File: src/rtl/tnn_sort_wave_ctrl.sv
// Wave sequencer for the temporal bitonic sorter: rest the lines, open a timing window,
// timestamp each output's 1->0 edge and hand the results downstream over valid/ready.
module tnn_sort_wave_ctrl #(
  parameter int unsigned N      = 4,
  parameter int unsigned TW     = 4,
  parameter int unsigned WINDOW = 8,
  parameter int unsigned REST   = 2
) (
  input  logic            clk,
  input  logic            rst_n,
  input  logic            start,
  input  logic [N-1:0]    sort_in,
  output logic            rest_n,
  output logic            wave_en,
  output logic            busy,
  output logic            out_valid,
  input  logic            out_ready,
  output logic [N*TW-1:0] t_out,
  output logic [N-1:0]    fired,
  output logic            order_err
);

  localparam int unsigned RW = (REST > 1) ? $clog2(REST) : 1;
  localparam logic [TW-1:0] WinLast = TW'(WINDOW - 1);
  localparam logic [TW-1:0] NoSpike = TW'(WINDOW);
  localparam logic [RW-1:0] RestLast = RW'(REST - 1);

  typedef enum logic [1:0] {StIdle, StRest, StRun, StHold} state_e;

  state_e          state_q, state_d;
  logic [RW-1:0]   rcnt_q, rcnt_d;
  logic [TW-1:0]   tcnt_q, tcnt_d;
  logic [N-1:0]    s_q;
  logic [N-1:0]    fired_q, fired_d;
  logic [N*TW-1:0] t_q, t_d;

  always_ff @(posedge clk or negedge rst_n) begin
    if (!rst_n) begin
      state_q <= StIdle;
      rcnt_q  <= '0;
      tcnt_q  <= '0;
      s_q     <= '1;
      fired_q <= '0;
      t_q     <= '0;
    end else begin
      state_q <= state_d;
      rcnt_q  <= rcnt_d;
      tcnt_q  <= tcnt_d;
      s_q     <= sort_in;
      fired_q <= fired_d;
      t_q     <= t_d;
    end
  end

  always_comb begin
    state_d = state_q;
    rcnt_d  = rcnt_q;
    tcnt_d  = tcnt_q;
    fired_d = fired_q;
    t_d     = t_q;
    unique case (state_q)
      StIdle: begin
        if (start) begin
          state_d = StRest;
          rcnt_d  = '0;
          tcnt_d  = '0;
          fired_d = '0;
          t_d     = '0;
        end
      end
      StRest: begin
        if (rcnt_q == RestLast) state_d = StRun;
        else                    rcnt_d  = rcnt_q + 1'b1;
      end
      StRun: begin
        for (int i = 0; i < N; i++) begin
          if (!s_q[i] && !fired_q[i]) begin
            fired_d[i]        = 1'b1;
            t_d[i*TW +: TW]   = tcnt_q;
          end
        end
        tcnt_d = tcnt_q + 1'b1;
        if (tcnt_q == WinLast || &fired_d) begin
          state_d = StHold;
          // Lines that never fired carry the no-spike code downstream.
          for (int i = 0; i < N; i++) begin
            if (!fired_d[i]) t_d[i*TW +: TW] = NoSpike;
          end
        end
      end
      StHold: begin
        if (out_ready) state_d = StIdle;
      end
      default: state_d = StIdle;
    endcase
  end

  always_comb begin
    order_err = 1'b0;
    for (int i = 1; i < N; i++) begin
      if (fired_q[i] && !fired_q[i-1]) order_err = 1'b1;
      if (fired_q[i] && fired_q[i-1] && (t_q[i*TW +: TW] < t_q[(i-1)*TW +: TW])) begin
        order_err = 1'b1;
      end
    end
  end

  assign rest_n    = (state_q != StRest);
  assign wave_en   = (state_q == StRun);
  assign busy      = (state_q != StIdle);
  assign out_valid = (state_q == StHold);
  assign t_out     = t_q;
  assign fired     = fired_q;

endmodule

File: config.mk
export PLATFORM = sky130hd
export DESIGN_NAME = tnn_sort_wave_ctrl
export DESIGN_NICKNAME = d
export VERILOG_FILES = /design/src/rtl/tnn_sort_wave_ctrl.sv
export SDC_FILE = /design/constraint.sdc
export NUM_CORES = 1
export LEC_CHECK = 0
export CORE_MARGIN = 5
export CORE_UTILIZATION = 45
export CTS_CLUSTER_SIZE = 25
export DETAILED_ROUTE_END_ITERATION = 6
export HOLD_SLACK_MARGIN = 0.15
export PLACE_DENSITY_LB_ADDON = 0.15
export SLEW_MARGIN = 20
export SYNTH_ARGS = -nofsm -noshare
export SYNTH_HDL_FRONTEND = slang
export SYNTH_SLANG_ARGS = --single-unit
File: constraint.sdc
create_clock -name clk -period 1.7 [get_ports clk]
set_input_delay 0.51 -clock clk [delete_from_list [all_inputs] [get_ports clk]]
set_output_delay 0.51 -clock clk [all_outputs]
set_load 0.01 [all_outputs]
Word level (Yosys, flattened, before mapping)
Cells that the tools add are included.
{"block": "totals", "reg_bits": 31, "output_inout_bits": 25, "wordCells": 86}
{"block": "classes", "n_addsub": 2, "order_cmp": 3, "n_eq_ne": 9, "n_mux": 36, "reduce_logical": 30}
{"op": "$mux W4", "count": 9}
{"op": "$mux W16", "count": 2}
{"op": "$pmux W16 S2", "count": 1}
{"op": "$mux W1", "count": 16}
{"op": "$pmux W4 S2", "count": 2}
{"op": "$logic_and A1 B1 Y1", "count": 13}
{"op": "$lt A4 B4 Y1", "count": 3}
{"op": "$logic_not A1 Y1", "count": 8}
{"op": "$mux W2", "count": 4}
{"op": "$pmux W2 S4", "count": 1}
{"op": "$reduce_and A4 Y1", "count": 2}
{"op": "$ne A2 B1 Y1 const B", "count": 3}
{"op": "$reduce_bool A2 Y1", "count": 3}
{"op": "$add A4 B1 Y4 const B", "count": 1}
{"op": "$eq A2 B2 Y1 const B", "count": 2}
{"op": "$eq A4 B3 Y1 const B", "count": 1}
{"op": "$ne A2 B2 Y1 const B", "count": 2}
{"op": "$reduce_and A2 Y1", "count": 2}
{"op": "$eq A2 B1 Y1 const B", "count": 1}
{"op": "$logic_not A2 Y1", "count": 1}
{"op": "$pmux W1 S2", "count": 1}
{"op": "$add A1 B1 Y1 const B", "count": 1}
{"op": "$logic_or A1 B1 Y1", "count": 1}

Longest topological paths before layout
Gate-level depths: netlist of run 1.
{"block": "logic_depth", "ltp_word": 8, "depth_mapped": 8}

Worst setup path after synthesis of run 1
OpenSTA, ideal clock, no wires.
{"block": "synth_timing", "path_type": "flip-flop to output port", "startpoint": "register t_q[10] (netlist: t_out[10])", "endpoint": "output port order_err", "arrival_ns": 1.343, "required_ns": 1.190, "path_slack_ns": -0.153, "stages_incl_launch_ff": 7, "n_path_buf": 0, "cell_sequence": "dfrtp_1 > inv_1 > ha_1 > o21ai_0 > o21ai_0 > o211ai_1 > a211o_1"}
{"block": "synth_via", "elab_chain_cells": 5, "elab_cells_between_ends": 7}
{"item": "start, declared", "line": "35", "rtl": "logic [N*TW-1:0] t_q, t_d;"}
{"item": "start signal, assigned", "line": "51", "rtl": "t_q <= t_d;"}
{"item": "$lt A4 B4 Y1", "line": "102", "rtl": "if (fired_q[i] && fired_q[i-1] && (t_q[i*TW +: TW] < t_q[(i-1)*TW +: TW])) begin"}
{"item": "$logic_and A1 B1 Y1", "line": "102"}
{"item": "$mux W1", "line": "102"}
{"item": "$mux W1", "line": "101", "rtl": "if (fired_q[i] && !fired_q[i-1]) order_err = 1'b1;"}
{"item": "$mux W1 *", "line": "102"}
{"item": "end, declared", "line": "20", "rtl": "output logic order_err"}
Every way passes the cells marked *; elsewhere a longest branch is shown, timed or not.

Worst setup path in the final report of run 1
{"block": "layout_timing", "startpoint": "register t_q[6] (netlist: t_out[6])", "endpoint": "output port order_err"}
{"block": "layout_via", "elab_chain_cells": 7, "elab_cells_between_ends": 9}
{"item": "$lt A4 B4 Y1", "line": "102"}
{"item": "$logic_and A1 B1 Y1", "line": "102"}
{"item": "$mux W1", "line": "102"}
{"item": "$mux W1", "line": "101"}
{"item": "$mux W1 *", "line": "102"}
{"item": "$mux W1 *", "line": "101"}
{"item": "$mux W1 *", "line": "102"}
Marks and branches as above.

==> results of run 1 <==
-- cell type report --
cell class | instances | area share, %
flip-flops and latches | 31 | 26.7
well taps | 50 | 2.13
clock inverters | 2 | 1.19
repair buffers | 85 | 25.2
clock buffers | 6 | 2.82
multi-input cells | 141 | 39.1
inverters | 20 | 2.86
-- cell families after synthesis --
family	Yosys count
simple gates	64
compound gates	48
flops	31
buf+inv	29
mux	14
fa+ha+maj	14
xor+xnor	1
-- synthesized netlist by cell type --
| library cell | number |
|---|---|
| a2111oi_0 | 4 |
| a211o_1 | 1 |
| a21oi_1 | 16 |
| a221oi_2 | 1 |
| a22o_1 | 1 |
| a31oi_1 | 3 |
| a32o_1 | 1 |
| a41oi_4 | 1 |
| and3_1 | 1 |
| and3b_2 | 1 |
| buf_2 | 1 |
| buf_6 | 3 |
| clkbuf_1 | 4 |
| clkbuf_2 | 1 |
| dfrtp_1 | 27 |
| dfstp_2 | 4 |
| ha_1 | 14 |
| inv_1 | 20 |
| mux2_1 | 1 |
| mux2i_1 | 13 |
| nand2_1 | 11 |
| nand2b_1 | 12 |
| nand3_1 | 1 |
| nand3b_1 | 4 |
| nand4_1 | 1 |
| nor2_1 | 28 |
| nor2b_1 | 2 |
| nor3b_1 | 2 |
| o211ai_1 | 1 |
| o21ai_0 | 16 |
| o22ai_1 | 2 |
| o32a_1 | 1 |
| or2b_1 | 1 |
| xnor2_1 | 1 |
-- flip-flops by register name, summed over array words and instances, names as in the netlist --
| name | count |
|---|---|
| t_out | 16 |
| fired | 4 |
| rcnt_q | 1 |
| tcnt_q | 4 |
| s_q | 4 |
| state_q | 2 |
-- worst register-to-register path: stages (launching register included) --
cell and delay (ns):
dfrtp_2 0.42, buf_6 0.13, buf_6 0.11, ha_4 0.16, buf_6 0.11, inv_4 0.05, o22ai_4 0.06, a221oi_4 0.23
mux2_4 0.33
-- report_power, final --
group	leakage (nW)	total (W)	switching, W	internal (W)
Sequential	0.394	0.00123	0.000222	0.00100
Combinational	1.04	0.00363	0.00173	0.00190
Clock	0.0612	0.000753	0.000279	0.000474
Total	1.49	0.00561	0.00223	0.00338
-- what timing repair did --
item,in CTS,in global routing
gates cloned,0,1
pin swaps,6,5
endpoints found under the setup margin,40,31
hold buffers,0,0
resized for setup,71,32
buffers inserted,8,3
-- through the flow --
stage / area [um^2] / utilization (%) / TNS [ns] / setup slack (ns)
global placement: 2520 / 63.0 / -4.90 / -0.549
CTS: 2780 / 69.6 / -0.599 / -0.494
detailed placement: 2520 / 63.0 / -4.84 / -0.593
global route: 2930 / 73.3 / -1.60 / -0.592
finish: 2930 / 73.3 / -0.576 / -0.479
floorplan: 1880 / - / -0.0891 / -0.0891
-- worst paths after layout --
| kind | end | slack (ns) | cells past startpoint |
|---|---|---|---|
| worst max-delay path | order_err | -0.48 | 7 |
| worst min-delay path | t_out[8] | 0.58 | 2 |
| worst max register to register | state_q[1] | 0 | 8 |
| worst min register to register | t_out[8] | 0.58 | 2 |
| max in group asynchronous | s_q[3] | 0.87 | 2 |
| min in group asynchronous | tcnt_q[3] | 0.59 | 2 |
-- per-layer routing --
| metal | vias up | routed length, um | part of all wire (%) | track usage [%] |
|---|---|---|---|---|
| li1 | 853 | - | - | - |
| met1 | 899 | 2150 | 41 | 23.4 |
| met2 | 53 | 2840 | 54 | 33.8 |
| met3 | 6 | 232 | 4.4 | 3.51 |
| met4 | 0 | 51 | 0.97 | 4.55 |
| met5 | - | 0 | 0 | 0 |
==> summary.md, run 1 <==
| Metric | Value |
|---|---|
| Synth area leader | dfrtp_1 |
| RePlAce Congestion | 0.840 |
| Final worst slack | -0.479 ns |
| Synth warn | 0 |
| # fillers | between 200 and 300 |
| Final Hold Viols | 0 |
| Worst Path Arrival | 1.67 ns |
| Slowest stage delay, CP | 0.42 ns |
| PD cells | approximately 1900 nW/um^2 |
| Nets | 306 |
| Hold_sp | t_out[8] |
| Synth Instances | 201 |
| # rows | 23 |
| Status | complete, but fails checks |
| CTS tree | done |
| Post-synthesis instance area | 1870 um^2 |
| Family with the most delay on the worst path | compound AO/OA/AOI/OAI gates |
| Post-DP HPWL | 3570 um |
| Vias per cell | 5.41 |
| Fmax | 459 MHz |
| Required @ worst endpoint | between 1 and 1.5 ns |
| Worst R2R Start | state_q[0] |
| Pleak | 1.49 nW |
| Most frequent cells in the layout | 42 x buf_4, 28 x nor2_1, 26 x dfrtp_1 |
| Post-synth top area share | between 30% and 40% |
| Worst relative slew slack | about four fifths |
| Synth top area cells | dfrtp_1 36%, ha_1 9.4%, mux2i_1 7.0% |
| Die Area | 5540 um^2 |
| Clock buffer depth | 2 |
| TritonCTS Buffers | 5 |
| Die H | 74.4 um |
| Failing checks | setup timing |
| Ports | 33 |
| Vias in the first global route | 1740 |
| Critical Path Source Type | flip-flop |
| Synth Area in Simple Gates | about 17% |
| Worst clock skew | roughly 0.0024 ns |
| DRC | 0 |
| Fin crit period | between 2 and 2.5 ns |
| Total gr overflow | 0 |
| Final Instance Count excl. Fillers | 335 |
| Syn Nets | between 200 and 250 |
| # placed instances | 315 |
| Register area | 782 um^2 |
| Worst path slowest cell | dfrtp_1 |
| Xor and xnor area share after synthesis | 0.469% |
| Detailed Route Iter0 Violations | 82 |
| Drt pass-1 iters | 5 |
| Unrepaired setup endpoints after global routing | yes |
| Post-synthesis mux area share | under 10% |
| Global-route wire length before repair | approximately 8000 um |
| Commonest non-fill, non-tap cell in the layout | buf_4 |
| CP startpoint | t_out[6] |
| Die X | between 70 and 80 um |
| Part of the Yosys area used for sequential elements | between 40% and 50% |
| Layout cells sized above 1 | 37.2% |
| Crit end category | output pin |
| CP Max Fanout | 4 |
| Number of max-cap violations | 0 |
| Initial antenna violation count | 0 |
| Final Cycle Share | 128% |
| Routed wire length | 5280 um |
| Hold slack | around 0.58 ns |
| Synth cell types | 34 |
| ANT cells | 0 |
| Clock root buffer | clkbuf_8 |
| Worst slew pin tran | 0.315 ns |
| H-Tree Depth | 2 |
| Critical-path cell list | inv_1, ha_1, nand2_1, o21ai_1, a31oi_1, a211o_1, buf_2 |
| WL/cell | approximately 16 um |
| Clk pin slew, worst setup/hold paths | 0.07 ns |
| HP Class | reg -> reg |
| Total track usage | between 10% and 20% |
| FF+latch count, synth | 31 |
| Compound-Gate Fraction of Synth Area | 16.8% |
| Area of the multi-input gates | ~1100 um^2 |
| Max IR drop VDD | roughly 1.2 mV |
| Largest family of logic cells by synthesized area | compound AO/OA/AOI/OAI gates |
| Final setup fails | 5 |
| Initial Util | 46.7% |
| Vias | ~1800 |
| Final ANT Viol Nets | 0 |
| Synth Area in Adders | around a tenth |
| Max Slew Vio Count | 0 |
| P&R area growth vs syn | 57.0% |
| Sink Count | 31 |
| Core footprint | 4000 um^2 |
| Overall power | 0.00561 W |
| Worst skew pair latency | about 0.28 ns |
| WS Path Type | reg -> out |
| Largest net degree at the start of global routing | 32 |
| Port bufs | 32 |
| Syn Area/Cell | around 9.3 um^2 |
| WP buf/inv | 2 |
No activity file was read; power rests on OpenSTA's default activity.
==> run 2: changes to the inputs <==
--- a/config.mk
+++ b/config.mk
@@ -5,10 +5,11 @@
 export SDC_FILE = /design/constraint.sdc
 export NUM_CORES = 1
 export LEC_CHECK = 0
-export CORE_MARGIN = 5
+export CORE_MARGIN = 3
 export CORE_UTILIZATION = 45
 export CTS_CLUSTER_SIZE = 25
 export DETAILED_ROUTE_END_ITERATION = 6
+export GPL_TIMING_DRIVEN = 0
 export HOLD_SLACK_MARGIN = 0.15
 export PLACE_DENSITY_LB_ADDON = 0.15
 export SLEW_MARGIN = 20
==> run 2 against run 1 <==
Net effect:
- worst setup slack worse by 0.088 ns
- die area down 10%
- register-to-register slack worse by 0.06 ns
- critical path type unchanged
- sequential cell count unchanged
- the flow still finishes with violations (setup timing)
- final area down 7.1%
- non-clock buffer count down 24
- clock power down 13%
- critical path depth unchanged
- utilization down 2.1 points
- combinational power down 9.4%
==> summary.md, run 2 (synthesis gave the netlist of run 1 again) <==
| Metric | Value |
|---|---|
| Status | complete, but fails checks |
| Failing checks | setup timing |
| Final worst slack | -0.567 ns |
| Vias | approximately 1700 |
| Drt pass-1 iters | 4 |
| PD cells | 1910 nW/um^2 |
| Reg2reg path depth | 8 |
| Largest net degree at the start of global routing | 32 |
| Fin crit period | 2.27 ns |
| WL/cell | 15.6 um |
| Sink Count | 31 |
| Switching share of total power | 41.5% |
| Fin util | 71.2% |
| # rows | 22 |
| Pint | slightly above 0.003 W |
| RePlAce Congestion | between 0.8 and 0.9 |
| Initial Util | 48.8% |
| Ports | 33 |
| Worst R2R Start | state_q[1] |
| # fillers | 305 |
| Final ANT Viol Nets | 0 |
| Unrepaired setup endpoints after global routing | yes |
| P&R area growth vs syn | 45.8% |
| Final Instance Count excl. Fillers | 309 |
| Port bufs | 32 |
| Crit end category | output pin |
| WS Path Type | reg -> out |
| Max IR drop VDD | around 1.0 mV |
| Hold-fix buffers, CTS | 0 |
| Pleak | 1.38 nW |
| Final Hold Viols | 0 |
| Clock buffer depth | 2 |
| Die X | 70.4 um |
| Final instance area | 2720 um^2 |
| Worst Path Arrival | approximately 1.8 ns |
| Sequential share of power | approximately a quarter |
| Worst skew pair latency | 0.29 ns |
| Critical Path Source Type | flip-flop |
| Total gr overflow | 0 |
| Most frequent cells in the layout | 28 x nor2_1, 23 x dfrtp_1, 17 x dlygate4sd2_1 |
| Vias in the first global route | 1619 |
| CTS tree | done |
| Required @ worst endpoint | 1.19 ns |
| Number of max-cap violations | 0 |
| Detailed Route Iter0 Violations | 59 |
| Global-route wire length before repair | 7960 um |
| Layout cells sized above 1 | 31.8% |
| Highest metal used | met4 |
| Detail Route met2 WL | 2300 um |
| # placed instances | 281 |
| ANT cells | 0 |
| Comb power frac | 63.2% |
| Worst clock skew | 0.00921 ns |
| Final setup fails | 9 |
| Reg2Reg Setup Slack | -0.06 ns |
| Clock share of power | between 10% and 20% |
| Reg2reg end | t_out[0] |
| Final Cycle Share | 133% |
| Die H | 70.4 um |
| DRC | 0 |
| HP Class | in -> async |
| Commonest non-fill, non-tap cell in the layout | nor2_1 |
| Overall power | 0.00521 W |
| Total track usage | 20.2% |
| Routed wire length | 4810 um |
| Fmax | 441 MHz |
| Clock root buffer | clkbuf_8 |
| Total net switching power | 0.00216 W |
| Post-DP HPWL | roughly 3100 um |
| Core footprint | 3830 um^2 |
| H-Tree Depth | 2 |
| TritonCTS Buffers | 5 |
| CP Max Fanout | 3 |
| Nets | about 280 |
| Post-Place Cell Area | 2250 um^2 |
| Clk pin slew, worst setup/hold paths | 0.07 ns |
| Initial antenna violation count | 0 |
| Vias per cell | 5.46 |
| Max Slew Vio Count | 0 |
| Worst relative slew slack | 53.2% |
| Largest register FFs | 16 |
| DR WL met3 | 256 um |
| Worst slew pin tran | 0.703 ns |
| Metal-1 WL | between 2000 and 2500 um |
| Die Area | a little under 5000 um^2 |
==> run 2: changes by cell type in the layout (fill, tap and decap cells not counted), moves of 3 or more <==
cell / previous run / this run
dfrtp_2: 1 / 4
buf_2: 1 / 5
dfrtp_1: 26 / 23
a21oi_1: 15 / 12
buf_6: 11 / 8
buf_4: 42 / 15
==> run 2: timing repair <==
action | 4_1_cts | 5_1_grt
resized for setup | 69 | 40
pin swaps | 6 | 10
endpoints found under the setup margin | 40 | 33
setup buffers | 15 | 5
==> run 2: power by group through the flow <==
| stage | clock, W | sequential (W) | combinational, W |
|---|---|---|---|
| final | 0.000655 | 0.00126 | 0.00329 |
| after global routing | 0.000694 | 0.00130 | 0.00362 |
| after floorplan | 0 | 0.00131 | 0.00144 |
| after CTS | 0.000658 | 0.00125 | 0.00288 |
| after detailed placement | 0 | 0.00131 | 0.00240 |
| after global placement | 0 | 0.00131 | 0.00235 |
==> run 2: how the worst max path moves through the flow <==
stage / start / to / slack [ns] / cells after the start
final: t_out[10] / order_err / -0.57 / 7
after floorplan: t_out[9] / order_err / -0.09 / 6
after global routing: t_out[10] / order_err / -0.64 / 7
after detailed placement: t_out[6] / order_err / -0.65 / 7
after global placement: t_out[6] / order_err / -0.63 / 7
after CTS: t_out[6] / order_err / -0.56 / 7
==> run 2: worst max-delay path, cell delays in order (launching register included) <==
cell and delay, ns:
dfrtp_1 0.39, buf_4 0.15, ha_4 0.25, nand2_1 0.06
o21ai_2 0.14, a31oi_1 0.10, a211o_1 0.24, buf_2 0.14
==> run 2: per-stage QoR <==
step / worst slack (ns) / hold WS, ns / setup TNS [ns]
2_1_floorplan: -0.0891 / 0.214 / -0.0891
3_3_place_gp: -0.635 / 0.523 / -21.35
3_5_place_dp: -0.649 / 0.542 / -7.46
4_1_cts: -0.559 / 0.291 / -0.835
5_1_grt: -0.639 / 0.321 / -1.99
6_report: -0.567 / 0.264 / -1.11
==> run 2: routing by layer <==
metal,track usage (%),vias up
met2,31.8,40
met3,4.89,5
li1,-,813
met4,5.11,0
met5,0,-
met1,27.7,829
==> run 2: cell type report <==
cell class | instances | area, um^2 | share of cell area [%]
Timing Repair Buffer | 52 | 460 | 16.9
Buffer | 9 | 93.8 | 3.45
Inverter | 20 | 88.8 | 3.26
Tap cell | 48 | 60.1 | 2.20
Sequential cell | 31 | 786 | 28.8
Clock buffer | 7 | 96.3 | 3.54
Multi-Input combinational cell | 141 | 1130 | 41.5
Clock inverter | 1 | 7.51 | 0.276
